`src/rtl/lif_neuron_core.sv`:
```
// rtl/lif_neuron_core.sv - leaky integrate-and-fire neuron core; optional leak via NEURON_LEAK_EN
module lif_neuron_core #(
    parameter int SUM_W      = 10,
    parameter int MEM_W      = 16,
    parameter int THRESH     = 512,
    parameter int LEAK_SHIFT = 4,
    parameter int REFRAC_CYC = 3
) (
    input  logic             clk,
    input  logic             rst_n,
    input  logic [SUM_W-1:0] sum_in,
    input  logic             sum_cout,
    input  logic             sum_valid,
    output logic             sum_ready,
    output logic             spike,
    output logic [MEM_W-1:0] mem_out
);

    typedef enum logic [1:0] {
        S_IDLE   = 2'd0,
        S_CHECK  = 2'd1,
        S_FIRE   = 2'd2,
        S_REFRAC = 2'd3
    } state_t;

    // Counter must hold REFRAC_CYC; keep at least one bit when refractory is disabled.
    localparam int CNT_W = (REFRAC_CYC > 0) ? $clog2(REFRAC_CYC + 1) : 1;
    localparam logic [MEM_W-1:0] THRESH_V = MEM_W'(THRESH);
    localparam logic [CNT_W-1:0] REFRAC_V = CNT_W'(REFRAC_CYC);

    state_t           state;
    state_t           state_nxt;
    logic [CNT_W-1:0] refrac_cnt;
    logic [MEM_W:0]   operand;
    logic [MEM_W-1:0] mem_base;
    logic [MEM_W:0]   mem_sum;
    logic [MEM_W-1:0] mem_sat;
    logic             xfer;

    // Tree result is SUM_W+1 bits with the carry as MSB, zero-extended to MEM_W+1.
    assign operand = {{(MEM_W - SUM_W){1'b0}}, sum_cout, sum_in};

`ifdef NEURON_LEAK_EN
    // Leak comes from the pre-update membrane; it never exceeds mem_out, so no underflow.
    assign mem_base = mem_out - (mem_out >> LEAK_SHIFT);
`else
    assign mem_base = mem_out;
`endif

    // One extra bit catches overflow; clamp to full scale instead of wrapping.
    assign mem_sum = {1'b0, mem_base} + operand;
    assign mem_sat = mem_sum[MEM_W] ? {MEM_W{1'b1}} : mem_sum[MEM_W-1:0];
    assign xfer    = sum_valid & sum_ready;

    // State register.
    always_ff @(posedge clk or negedge rst_n) begin
        if (!rst_n) begin
            state <= S_IDLE;
        end else begin
            state <= state_nxt;
        end
    end

    // Next-state logic: integrate, check, fire, then sit out the refractory period.
    always_comb begin
        state_nxt = state;
        case (state)
            S_IDLE:   if (xfer) state_nxt = S_CHECK;
            S_CHECK:  state_nxt = (mem_out >= THRESH_V) ? S_FIRE : S_IDLE;
            S_FIRE:   state_nxt = (REFRAC_CYC == 0) ? S_IDLE : S_REFRAC;
            S_REFRAC: if (refrac_cnt <= CNT_W'(1)) state_nxt = S_IDLE;
            default:  state_nxt = S_IDLE;
        endcase
    end

    // Output logic: only IDLE accepts a new sum.
    always_comb begin
        sum_ready = 1'b0;
        if (state == S_IDLE) sum_ready = 1'b1;
    end

    // Membrane, spike pulse and refractory counter; spike registers the FIRE cycle.
    always_ff @(posedge clk or negedge rst_n) begin
        if (!rst_n) begin
            mem_out    <= '0;
            spike      <= 1'b0;
            refrac_cnt <= '0;
        end else begin
            spike <= (state == S_FIRE);
            if (xfer) begin
                mem_out <= mem_sat;
            end else if (state == S_FIRE) begin
                mem_out <= '0;
            end
            if (state == S_FIRE) begin
                refrac_cnt <= REFRAC_V;
            end else if (state == S_REFRAC && refrac_cnt != '0) begin
                refrac_cnt <= refrac_cnt - CNT_W'(1);
            end
        end
    end

endmodule

```
`config.mk`:
```
export PLATFORM = sky130hd
export DESIGN_NAME = lif_neuron_core
export DESIGN_NICKNAME = d
export VERILOG_FILES = /design/src/rtl/lif_neuron_core.sv
export SDC_FILE = /design/constraint.sdc
export NUM_CORES = 1
export LEC_CHECK = 0
export CELL_PAD_IN_SITES_DETAIL_PLACEMENT = 2
export CELL_PAD_IN_SITES_GLOBAL_PLACEMENT = 2
export CORE_MARGIN = 2
export CORE_UTILIZATION = 30
export DETAILED_ROUTE_END_ITERATION = 10
export MAX_ROUTING_LAYER = met4
export PLACE_DENSITY = 0.87
export SLEW_MARGIN = 5
export SYNTH_ARGS = -nofsm -noshare
export SYNTH_HDL_FRONTEND = slang
export SYNTH_SLANG_ARGS = --single-unit
```
`constraint.sdc`:
```
create_clock -name clk -period 3 [get_ports clk]
set_input_delay 0.45 -clock clk [delete_from_list [all_inputs] [get_ports clk]]
set_output_delay 0.45 -clock clk [all_outputs]
set_load 0.005 [all_outputs]
```
==> reports/metrics.csv, run 1 <==
metric,value,unit
die-area,5660,sq um
cpMaxStageDelayCell,or4b_4,
core.rowCount,25,
wl,5.02,mm
postRouteAntennaNets,0,
viasPerCell,5.47,
overflow,0,
core,4820,sq um
tightest_slew,484,ps
r2r_end,mem_out[5]$_DFFE_PN0P_,
synth_cell_types,47,
syn_area,1520,sq um
cp_data_arrival_time,2800,ps
end_kind,flip-flop,
clock_sinks,21,
syn_avg_cell_area,8.79,sq um
relSlewSlack,67.7,%
rsz0062_at_grt,false,
htreeDepth,1,
r2r-start,mem_out[0]$_DFFE_PN0P_,
cp_max_fo,5,
place_congestion,0.776,
grt_pass1_wl,8.25,mm
startpoint_type,primary input,
path_clk_slew,90,ps
peakVddDrop,0.285,mV
clkLatencyLatePin,270,ps
dp_hpwl,3.83,mm
drt_iter0_drc,42,
postCtsSetupBuffers,0,
holdBufCountCts,0,
min_path_type,in2async,
synth_top_area_share,34.5,%
ys_top_cells_by_count,"nand2_1, a21oi_1, dfrtp_1",
async_flop_share,100,%
reg2reg_slack,560,ps
cts_tree,yes,
grt_pass1_vias,1660,
fmax,379,MHz
grtUsageMet3,1.61,%
areaGrowthSynthToFinish,31.1,%
cap_violations,0,
power.density,824,nW/um^2
layout_worst_path_cycle_share,87.8,%
use_met2,36.5,%
globalRouteTotalUtil,19.8,%
period_minus_slack,2640,ps
slowest_delay,550,ps
fin_nets,239,
drive_above_1_share,9.52,%
run_status,completed,
cts_buffers,3,
tns,0,ps
cp_cell_sequence,clkdlybuf4s50_1 -> ha_1 -> fa_1 -> a21o_1 -> a221oi_2 -> or4b_4 -> a21boi_2 -> nand3_1 -> o311ai_0,
antenna_found_initial,0,
crit_required,3160,ps
clockRootBuffer,clkbuf_8,
syn_inst,173,
fin_skew,2.12,ps
r2r_cells,9,
finalMaxSlewViolations,0,
die_w,75.2,microns
start_util,31.6,%
ys_seq_elements,21,
yosys.cell_count.top_type,nand2_1,
drt_first_pass_iters,4,
total_power,0.00164,W
grt_max_degree,22,
yosysTopAreaCell,dfrtp_1,
vias,1515,
synth-main-ff-cell,dfrtp_1,
post_cts_resize_count,0,
synthesis.nets,201,
drc_errors,0,
ys_warn_count,0,
die_h,75.2,microns
grtUsageMet1,23.2,%
synth.yosys.seq_area_share,34.5,%
hold_viol,0,
setup-violations-final,0,
drt-wirelength-per-cell,18.1,microns
synth-edff-count,0,
power.leakage,0.871,nW
pin_count,32,
fin_hold_ws,533,ps
portBuffers,31,
yosys-top-cells-area,"dfrtp_1, ha_1, a21oi_1",
clk_path_buf_depth,2,
grt-busiest-layer,met2,
path_class,in2reg,
antenna_cells,0,
## layer usage
metal | part of all wire, % | vias to the layer above
met5 | 0 | -
met4 | 1.1 | 0
met3 | 3.1 | 7
met2 | 53 | 29
met1 | 43 | 763
li1 | - | 716
## kinds of logic (layout without fill, tap and decap cells)
kind of cell | Yosys count | in the layout | synth area share, %
adder cells (fa/ha/maj) | 14 | 14 | 12.0
XOR/XNOR | 7 | 7 | 4.03
flip-flops | 21 | 21 | 34.5
AO/OA/AOI/OAI | 60 | 60 | 26.0
AND/OR/NAND/NOR | 57 | 57 | 19.0
multiplexers | 1 | 1 | 0.658
buffers and inverters | 13 | 50 | 3.78
## how the worst max path moves through the flow
stage	to	startpoint	slack, ps	cells past startpoint
after floorplan	mem_out[12]$_DFFE_PN0P_	sum_in[0]	710	9
after global placement	mem_out[11]$_DFFE_PN0P_	sum_in[0]	190	9
after detailed placement	mem_out[0]$_DFFE_PN0P_	sum_in[0]	90	10
after CTS	mem_out[0]$_DFFE_PN0P_	sum_in[0]	370	10
after global routing	mem_out[11]$_DFFE_PN0P_	sum_in[0]	210	9
final	mem_out[11]$_DFFE_PN0P_	sum_in[0]	360	9
## where the power goes
group | internal (W) | total, W | switching, W | leakage, nW
clock network | 0.0000931 | 0.000203 | 0.000110 | 0.0255
logic | 0.000462 | 0.000955 | 0.000493 | 0.573
registers | 0.000373 | 0.000486 | 0.000112 | 0.272
total | 0.000928 | 0.00164 | 0.000716 | 0.871
## critical path, delay by kind of cell
family,cells,cell delay (ps)
adder cells (fa/ha/maj),2,410
AO/OA/AOI/OAI,4,680
AND/OR/NAND/NOR,2,790
buffers and inverters,1,470
## layout by cell type, fill, tap and decap left out, drive strengths merged, types with 2 or more instances in the layout
cell / n
a21o: 4
a21oi: 22
a31oi: 2
buf: 9
clkbuf: 3
clkdlybuf4s50: 31
dfrtp: 21
ha: 13
inv: 6
nand2: 22
nand3: 5
nand4: 6
nor2: 7
nor2b: 3
nor3: 3
o211ai: 3
o21ai: 14
o41ai: 2
or4: 3
xnor2: 4
xor2: 3
## area by class of cell
type | count | area, sq um
multi-input cells | 139 | 938
flip-flops and latches | 21 | 526
well taps | 67 | 83.8
fillers | 560 | 2820
clock buffers | 3 | 41.3
inverters | 6 | 22.5
repair buffers | 40 | 378
clock inverters | 1 | 5.00
## registers in the layout, summed over array words and instances (netlist names), named ones only
name	cells
mem_out	16
refrac_cnt	2
spike	1
state	1
## stage by stage
stage | cells | util, % | setup slack [ps] | cell area, sq um
after floorplan | 173 | - | 709 | 1520
after global placement | 273 | 40.4 | 188 | 1950
after detailed placement | 273 | 40.4 | 88.9 | 1950
after CTS | 277 | 41.4 | 369 | 1990
after global routing | 277 | 41.4 | 212 | 1990
final | 277 | 41.4 | 365 | 1990
(Power assumes the default switching activity.)
==> run 2, diff against run 1 <==
ABC_CLOCK_PERIOD_IN_PS = 3000   (was unset)
==> results of run 2 <==
Final layout, timing and power as in run 1 (identical DEF).
==> run 3, diff against run 2 <==
ABC_CLOCK_PERIOD_IN_PS = unset   (was 3000)
CORE_UTILIZATION = 27   (was 30)
PLACE_DENSITY = 0.83   (was 0.87)
clock period = 2.23 ns   (was 3 ns; I/O delays follow)
==> reports/metrics.csv, run 3 (same netlist as run 1, synthesis figures left out) <==
metric,value,unit
cap_violations,0,
period_minus_slack,2350,ps
n_fill_cell,615,
clockPowerShare,10.1,%
fmax,425,MHz
fin_area,2420,sq um
die_w,79.1,microns
postRouteAntennaNets,0,
pin_count,32,
die-area,6250,sq um
drt_first_pass_iters,4,
drc_errors,0,
relSlewSlack,57.3,%
holdBufCountCts,0,
crit_required,2400,ps
min_path_type,in2async,
finalCoreUtilization,44.2,%
cp_cell_sequence,ha_4 -> fa_2 -> a21o_1 -> a221oi_2 -> or4b_4 -> a21boi_4 -> buf_6 -> a21oi_1 -> o21ai_1,
drive_above_1_share,29.2,%
slowest_delay,430,ps
cts_buffers,3,
power.leakage,1.06,nW
hold_viol,0,
top_regs,"mem_out (16), refrac_cnt (2)",
path_class,reg2reg,
pwr-share-comb,65.4,%
overflow,0,
rsz0062_at_grt,true,
total_power,0.00274,W
power.density,1130,nW/um^2
violations,setup timing,
clock_sinks,21,
grt_max_degree,22,
antenna_cells,0,
seqPwrFrac,24.5,%
fin_nets,272,
final_common_cell,buf_4,
startpoint_type,flip-flop,
top_register,mem_out,
peakVddDrop,0.395,mV
layout_worst_path_cycle_share,106,%
wl,6.72,mm
clockRootBuffer,clkbuf_8,
core,5470,sq um
grt_pass1_vias,1886,
drt-wirelength-per-cell,21.3,microns
areaGrowthSynthToFinish,59.0,%
netSwitchingPower,0.00119,W
die_h,79.1,microns
preCtsSetupSlack,-494,ps
path_clk_slew,90,ps
portBuffers,31,
core.rowCount,27,
setup_slack,-123,ps
cp_max_fo,4,
cpMaxStageDelayCell,dfrtp_1,
cp_data_arrival_time,2520,ps
dp_hpwl,4.47,mm
start_util,27.8,%
cts_tree,yes,
run_status,"finished, violations left",
viasPerCell,5.37,
drt_iter0_drc,50,
place_congestion,0.790,
final_cell_mix,"buf_4, clkdlybuf4s50_1, nand2_1",
htreeDepth,1,
vias,1692,
place_area,2150,sq um
tns,-1280,ps
clkLatencyLatePin,280,ps
p_int,0.00155,W
setup-violations-final,16,
r2r_cells,9,
antenna_found_initial,0,
fin_skew,12.0,ps
switching_share,43.5,%
largest_reg_flops,16,
finalMaxSlewViolations,0,
clk_path_buf_depth,2,
grt_pass1_wl,10.0,mm
globalRouteTotalUtil,21.3,%
tightest_slew,641,ps
end_kind,flip-flop,
run 3: layout make-up:
type / instances / area, sq um / area share [%]
clock buffers: 3 / 41.3 / 1.71
repair buffers: 73 / 629 / 26.0
inverters: 6 / 22.5 / 0.931
multi-input cells: 139 / 1100 / 45.7
flip-flops and latches: 21 / 526 / 21.7
well taps: 72 / 90.1 / 3.72
clock inverters: 1 / 5.00 / 0.207
run 3: repair_timing:
item                       4_1_cts  5_1_grt
pin swaps                       19       16
cloned                           1        0
gates resized for setup         23       11
buffers inserted                 1        5
setup endpoints to repair       16       16
run 3: final timing paths:
check / start / end / slack [ps]
max: mem_out[0]$_DFFE_PN0P_ / mem_out[2]$_DFFE_PN0P_ / -120
min: rst_n / mem_out[6]$_DFFE_PN0P_ / 420
max reg2reg: mem_out[0]$_DFFE_PN0P_ / mem_out[2]$_DFFE_PN0P_ / -120
min reg2reg: state[0]$_DFFE_PN0P_ / spike$_DFF_PN0_ / 560
max in group asynchronous: rst_n / mem_out[11]$_DFFE_PN0P_ / 1550
min in group clk: state[0]$_DFFE_PN0P_ / spike$_DFF_PN0_ / 560
run 3: routing by layer:
layer / wire length (microns) / share of wire, % / vias to the layer above / track usage [%]
met5: 0 / 0 / - / -
met4: 63 / 0.94 / 0 / 3.62
met3: 162 / 2.4 / 7 / 2.61
met2: 3740 / 56 / 40 / 40.3
met1: 2750 / 41 / 862 / 24.3
li1: - / - / 783 / -
run 3: stage by stage:
step	cells	hold WS [ps]
3_3_place_gp	304	511
2_1_floorplan	173	38.9
5_1_grt	315	454
3_5_place_dp	304	532
4_1_cts	310	438
6_report	315	423
run 3: power groups by stage:
stage / sequential, W / combinational, W / clock, W
final: 0.000671 / 0.00179 / 0.000277
after floorplan: 0.000612 / 0.000786 / 0
after detailed placement: 0.000657 / 0.00154 / 0
after CTS: 0.000664 / 0.00164 / 0.000270
after global routing: 0.000693 / 0.00196 / 0.000291
after global placement: 0.000648 / 0.00144 / 0
run 3: worst max-delay path: cells and delay by family (launching register included):
kind,cells,cell delay (ps)
AOI/OAI and AO/OA,5,860
adders and majority gates,2,580
DFF,1,430
and+or+nand+nor,1,220
buffers and inverters,1,140
==> edit 1, RTL diff (config.mk and constraints of run 3) <==
The option `NEURON_LEAK_EN` is turned on by a define.
--- a/src/rtl/lif_neuron_core.sv
+++ b/src/rtl/lif_neuron_core.sv
@@ -1,4 +1,6 @@
 // rtl/lif_neuron_core.sv - leaky integrate-and-fire neuron core; optional leak via NEURON_LEAK_EN
+`define NEURON_LEAK_EN
+
 module lif_neuron_core #(
     parameter int SUM_W      = 10,
     parameter int MEM_W      = 16,
Function: changed (a bounded check fails within 4 cycles, from zero or initial values and one cycle with rst_n low).
==> edit 1 against run 3 <==
- the run still ends with setup timing left
- wire length grew 84%
- sequential cell count is the same
- cell area grew 53%
- via count grew 62%
- area after synthesis grew 51%
- worst setup slack lost 1.6 ns
Power is left out: the tool's default activity adds up to more than one toggle a clock period on the data nets, which glitch-free logic cannot reach.
==> edit 1: results (changes against run 3) <==
stage,metric,value,unit,change
clock_network,# resized after CTS,19,,was 23
clock_network,Setup Buffers After CTS,8,,was 1
final_layout,multi-input logic area,1790,um^2,was 1100 um^2
sta,worst slew pin tran,0.632,ns,was 0.641 ns
detailed_routing,DR iter-0 viols,106,,was 50
critical_path,Worst Path Max Fanout,3,,was 4
placement,Post-DP HPWL,8360,um,was 4470 um
grt,vias in the first global route,3035,,was 1886
final_layout,layout cell share with drive strength beyond 1,40.4,%,was 29.2%
detailed_routing,wl on met1,5110,um,was 2750 um
detailed_routing,met3 WL,382,um,was 162 um
final_layout,clock-cell share of area,1.32,%,was 1.91%
final_layout,fill count,913,,was 615
final_layout,fraction of area in registers,14.2,%,was 21.7%
placement,dpl cell area,3370,um^2,was 2150 um^2
final_layout,Final nets,438,,was 272
logic_synthesis,Synth Area in XOR/XNOR,7.64,%,was 4.03%
grt,M1 GR Usage,33.6,%,was 24.3%
detailed_routing,wire per inst,24.7,um,was 21.3 um
placement,Placed Cells incl. Taps,483,,was 304
logic_synthesis,compound-cell area share of the yosys netlist,28.9,%,was 26.0%
critical_path,Worst EP arrival,4.12,ns,was 2.52 ns
logic_synthesis,synth top area cells,"dfrtp_1, ha_1, a21o_1, xnor2_1, xor2_1",,"was dfrtp_1, ha_1, a21oi_1, nand2_1, o21ai_1"
grt,first-pass GRT wire length,18100,um,was 10000 um
placement,gp weighted congestion,0.793,,was 0.790
status,status,"complete, but fails checks",,unchanged
status,failing checks,setup timing,,unchanged
sta,post-route setup slack,-1.70,ns,was -0.123 ns
final_layout,Data buffer area share,30.5,%,was 26.0%
detailed_routing,vias post-DR,2745,,was 1692
sta,# setup viols final,16,,unchanged
final_layout,buffers outside the clock class,133,,was 73
logic_synthesis,syn_nets,308,,was 201
logic_synthesis,Synth top cells by count,"ha_1, nand2_1, dfrtp_1, inv_1, a21oi_1",,"was nand2_1, a21oi_1, dfrtp_1, ha_1, o21ai_1"
## edit 1: changes by cell type after synthesis, moves of 6 or more
| cell | delta |
|---|---|
| a211oi_1 | +7 |
| a21o_1 | +12 |
| a22oi_1 | +8 |
| ha_1 | +12 |
| inv_1 | +13 |
| nand2_2 | +8 |
| nor2_1 | +7 |
| o21ai_0 | +7 |
| o21ai_1 | -8 |
| xnor2_1 | +6 |
| xor2_1 | +7 |
## edit 1: final timing paths
check	start	end	slack, ns	depth (start not counted)
min reg2reg	state[0]$_DFFE_PN0P_	state[0]$_DFFE_PN0P_	0.56	1
min in group clk	state[0]$_DFFE_PN0P_	state[0]$_DFFE_PN0P_	0.56	1
max reg2reg	mem_out[0]$_DFFE_PN0P_	mem_out[12]$_DFFE_PN0P_	-1.70	19
max	mem_out[0]$_DFFE_PN0P_	mem_out[12]$_DFFE_PN0P_	-1.70	19
max in group asynchronous	rst_n	mem_out[12]$_DFFE_PN0P_	1.56	2
min	rst_n	mem_out[6]$_DFFE_PN0P_	0.41	2
==> edit 2, RTL diff (settings of run 3) <==
Made on the original files. Make the reset (`rst_n`) synchronous in 2 clocked blocks.
--- a/src/rtl/lif_neuron_core.sv
+++ b/src/rtl/lif_neuron_core.sv
@@ -53,7 +53,7 @@
     assign xfer    = sum_valid & sum_ready;
 
     // State register.
-    always_ff @(posedge clk or negedge rst_n) begin
+    always_ff @(posedge clk) begin
         if (!rst_n) begin
             state <= S_IDLE;
         end else begin
@@ -80,7 +80,7 @@
     end
 
     // Membrane, spike pulse and refractory counter; spike registers the FIRE cycle.
-    always_ff @(posedge clk or negedge rst_n) begin
+    always_ff @(posedge clk) begin
         if (!rst_n) begin
             mem_out    <= '0;
             spike      <= 1'b0;
Function: differs if rst_n is asserted again (counterexample within 4 cycles, from zero or initial values and one cycle with rst_n low); with rst_n held inactive, the same outputs for 10 cycles.
==> edit 2 against run 3 <==
- the run still ends with setup timing left
- worst setup slack improved by 0.095 ns
- area after synthesis decreased by 7.1%
- sequential cell count unchanged
- clock skew decreased by 0.0063 ns
- count of clock-buffer cells in the layout increased by 1
- cell count decreased by 1.9%
- wire length decreased by 4.8%
- cell area decreased by 4.1%
Power is not compared: it rests on default switching activity, and its combinational part moved more than twofold at a synthesized area within 25%.
==> edit 2: results (changes against run 3) <==
stage,metric,value,unit,change
status,status,"complete, but fails checks",,unchanged
status,failing checks,setup timing,,unchanged
detailed_routing,DR iter-0 viols,101,,was 50
placement,Post-DP HPWL,4090,um,was 4470 um
critical_path,RR Startpoint,mem_out[0]$_SDFFE_PN0P_,,was mem_out[0]$_DFFE_PN0P_
grt,initial antenna violation count,0,,unchanged
worst_hold_path,Hold WC Path Type,reg -> reg,,was in -> async
critical_path,Worst EP arrival,2.41,ns,was 2.52 ns
placement,Placed Cells incl. Taps,297,,was 304
sta,clock skew,0.00573,ns,was 0.0120 ns
critical_path,Worst Path Max Fanout,3,,was 4
logic_synthesis,library cells used by synthesis,44,,was 47
sta,Final TNS setup,-0.0339,ns,was -1.28 ns
logic_synthesis,register area share after synthesis,29.7,%,was 34.5%
clock_network,clock root cell,clkbuf_8,,unchanged
worst_hold_path,Worst Hold End,mem_out[1]$_SDFFE_PN0P_,,
logic_synthesis,cells after synthesis,172,,was 173
detailed_routing,wire per inst,20.7,um,was 21.3 um
placement,gp weighted congestion,0.802,,was 0.790
logic_synthesis,Synth Area in XOR/XNOR,5.58,%,was 4.03%
critical_path,Critical Path Sink,mem_out[8]$_SDFFE_PN0P_,,was mem_out[2]$_DFFE_PN0P_
sta,post-route setup slack,-0.0281,ns,was -0.123 ns
sta,# setup viols final,2,,was 16
placement,dpl cell area,2010,um^2,was 2150 um^2
final_layout,fill count,569,,was 615
critical_path,CP max stage cell,fa_2,,was dfrtp_1
logic_synthesis,compound-cell area share of the yosys netlist,28.2,%,was 26.0%
grt,first-pass GRT wire length,9240,um,was 10000 um
critical_path,max incr delay on CP,0.35,ns,was 0.43 ns
grt,largest net degree at the start of global routing,12,,was 22
sta,worst slew pin tran,0.479,ns,was 0.641 ns
final_layout,layout cell share with drive strength beyond 1,29.7,%,was 29.2%
grt,vias in the first global route,1764,,was 1886
detailed_routing,vias post-DR,1620,,was 1692
final_layout,Final nets,268,,was 272
logic_synthesis,"EDFF count, synth",0,,unchanged
logic_synthesis,Synth top cells by count,"nand2_1, dfxtp_1, o21ai_0, ha_1, a21oi_1",,"was nand2_1, a21oi_1, dfrtp_1, ha_1, o21ai_1"
logic_synthesis,synthesized area,1410,um^2,was 1520 um^2
sta,Fin Hold WS,0.516,ns,was 0.423 ns
logic_synthesis,syn_nets,200,,was 201
final_layout,number of antenna diodes,0,,unchanged
grt,Total GRT Usage,20.5,%,was 21.3%
logic_synthesis,synth top area cells,"dfxtp_1, ha_1, nand2_1, o21ai_0, a21oi_1",,"was dfrtp_1, ha_1, a21oi_1, nand2_1, o21ai_1"
logic_synthesis,ys async rst share,0,%,was 100%
critical_path,crit path launch type,flip-flop,,unchanged
logic_synthesis,Post-Synth Adder-Cell Area,12.9,%,was 12.0%
detailed_routing,total wire length,6400,um,was 6720 um
logic_synthesis,mux cell area share after synthesis,0.708,%,was 0.658%
-- edit 2: cell count changes after synthesis, moves of 6 or more --
cell	run 3	this run
a21boi_0	0	6
a21oi_1	21	10
dfrtp_1	21	0
dfxtp_1	0	21
nand2_1	22	31
o21ai_0	5	14
o21ai_1	9	0
-- edit 2: stage by stage --
stage	utilization, %	setup WS, ns
6_report	45.7	-0.0281
5_1_grt	45.7	-0.131
4_1_cts	43.2	-0.0272
3_5_place_dp	39.6	-0.571
3_3_place_gp	39.6	-0.471
2_1_floorplan	-	0.0330
-- edit 2: timing repair --
action                                  in CTS  in global routing
endpoints found under the setup margin      16                 16
resized for setup                           23                 27
pin swaps                                   13                 11
setup buffers                                5                  3
-- edit 2: power by group --
part           total, W  internal (W)  switching, W
logic          0.000699      0.000359      0.000339
clock network  0.000271      0.000128      0.000143
registers      0.000452      0.000409     0.0000425
-- edit 2: area by class of cell --
type | instances | share of cell area [%]
clock buffer | 4 | 1.94
inverter | 5 | 0.809
multi-input combinational | 141 | 49.5
sequential | 21 | 18.2
tap | 70 | 3.78
timing repair buffer | 68 | 25.7
-- edit 2: cells by family after synthesis --
logic type	after synthesis
and+or+nand+nor	59
muxes	1
adders and majority gates	14
DFF	21
buffers and inverters	10
AOI/OAI and AO/OA	58
xor gates and xnor gates	9
-- edit 2: critical path, delay by kind of cell, from the launching register on --
kind                     cells  cell delay [ns]
adder cells (fa/ha/maj)      2             0.51
flip-flops                   1             0.34
XOR/XNOR                     1             0.16
AO/OA/AOI/OAI                5             0.95
buffers and inverters        1             0.16
-- edit 2: metal layers --
layer	wire, um	global-route usage, %	vias to the layer above
met1	2740	24.3	798
met3	160	3.20	14
li1	-	-	765
met4	165	3.27	0
met2	3330	37.2	43
met5	0	-	-
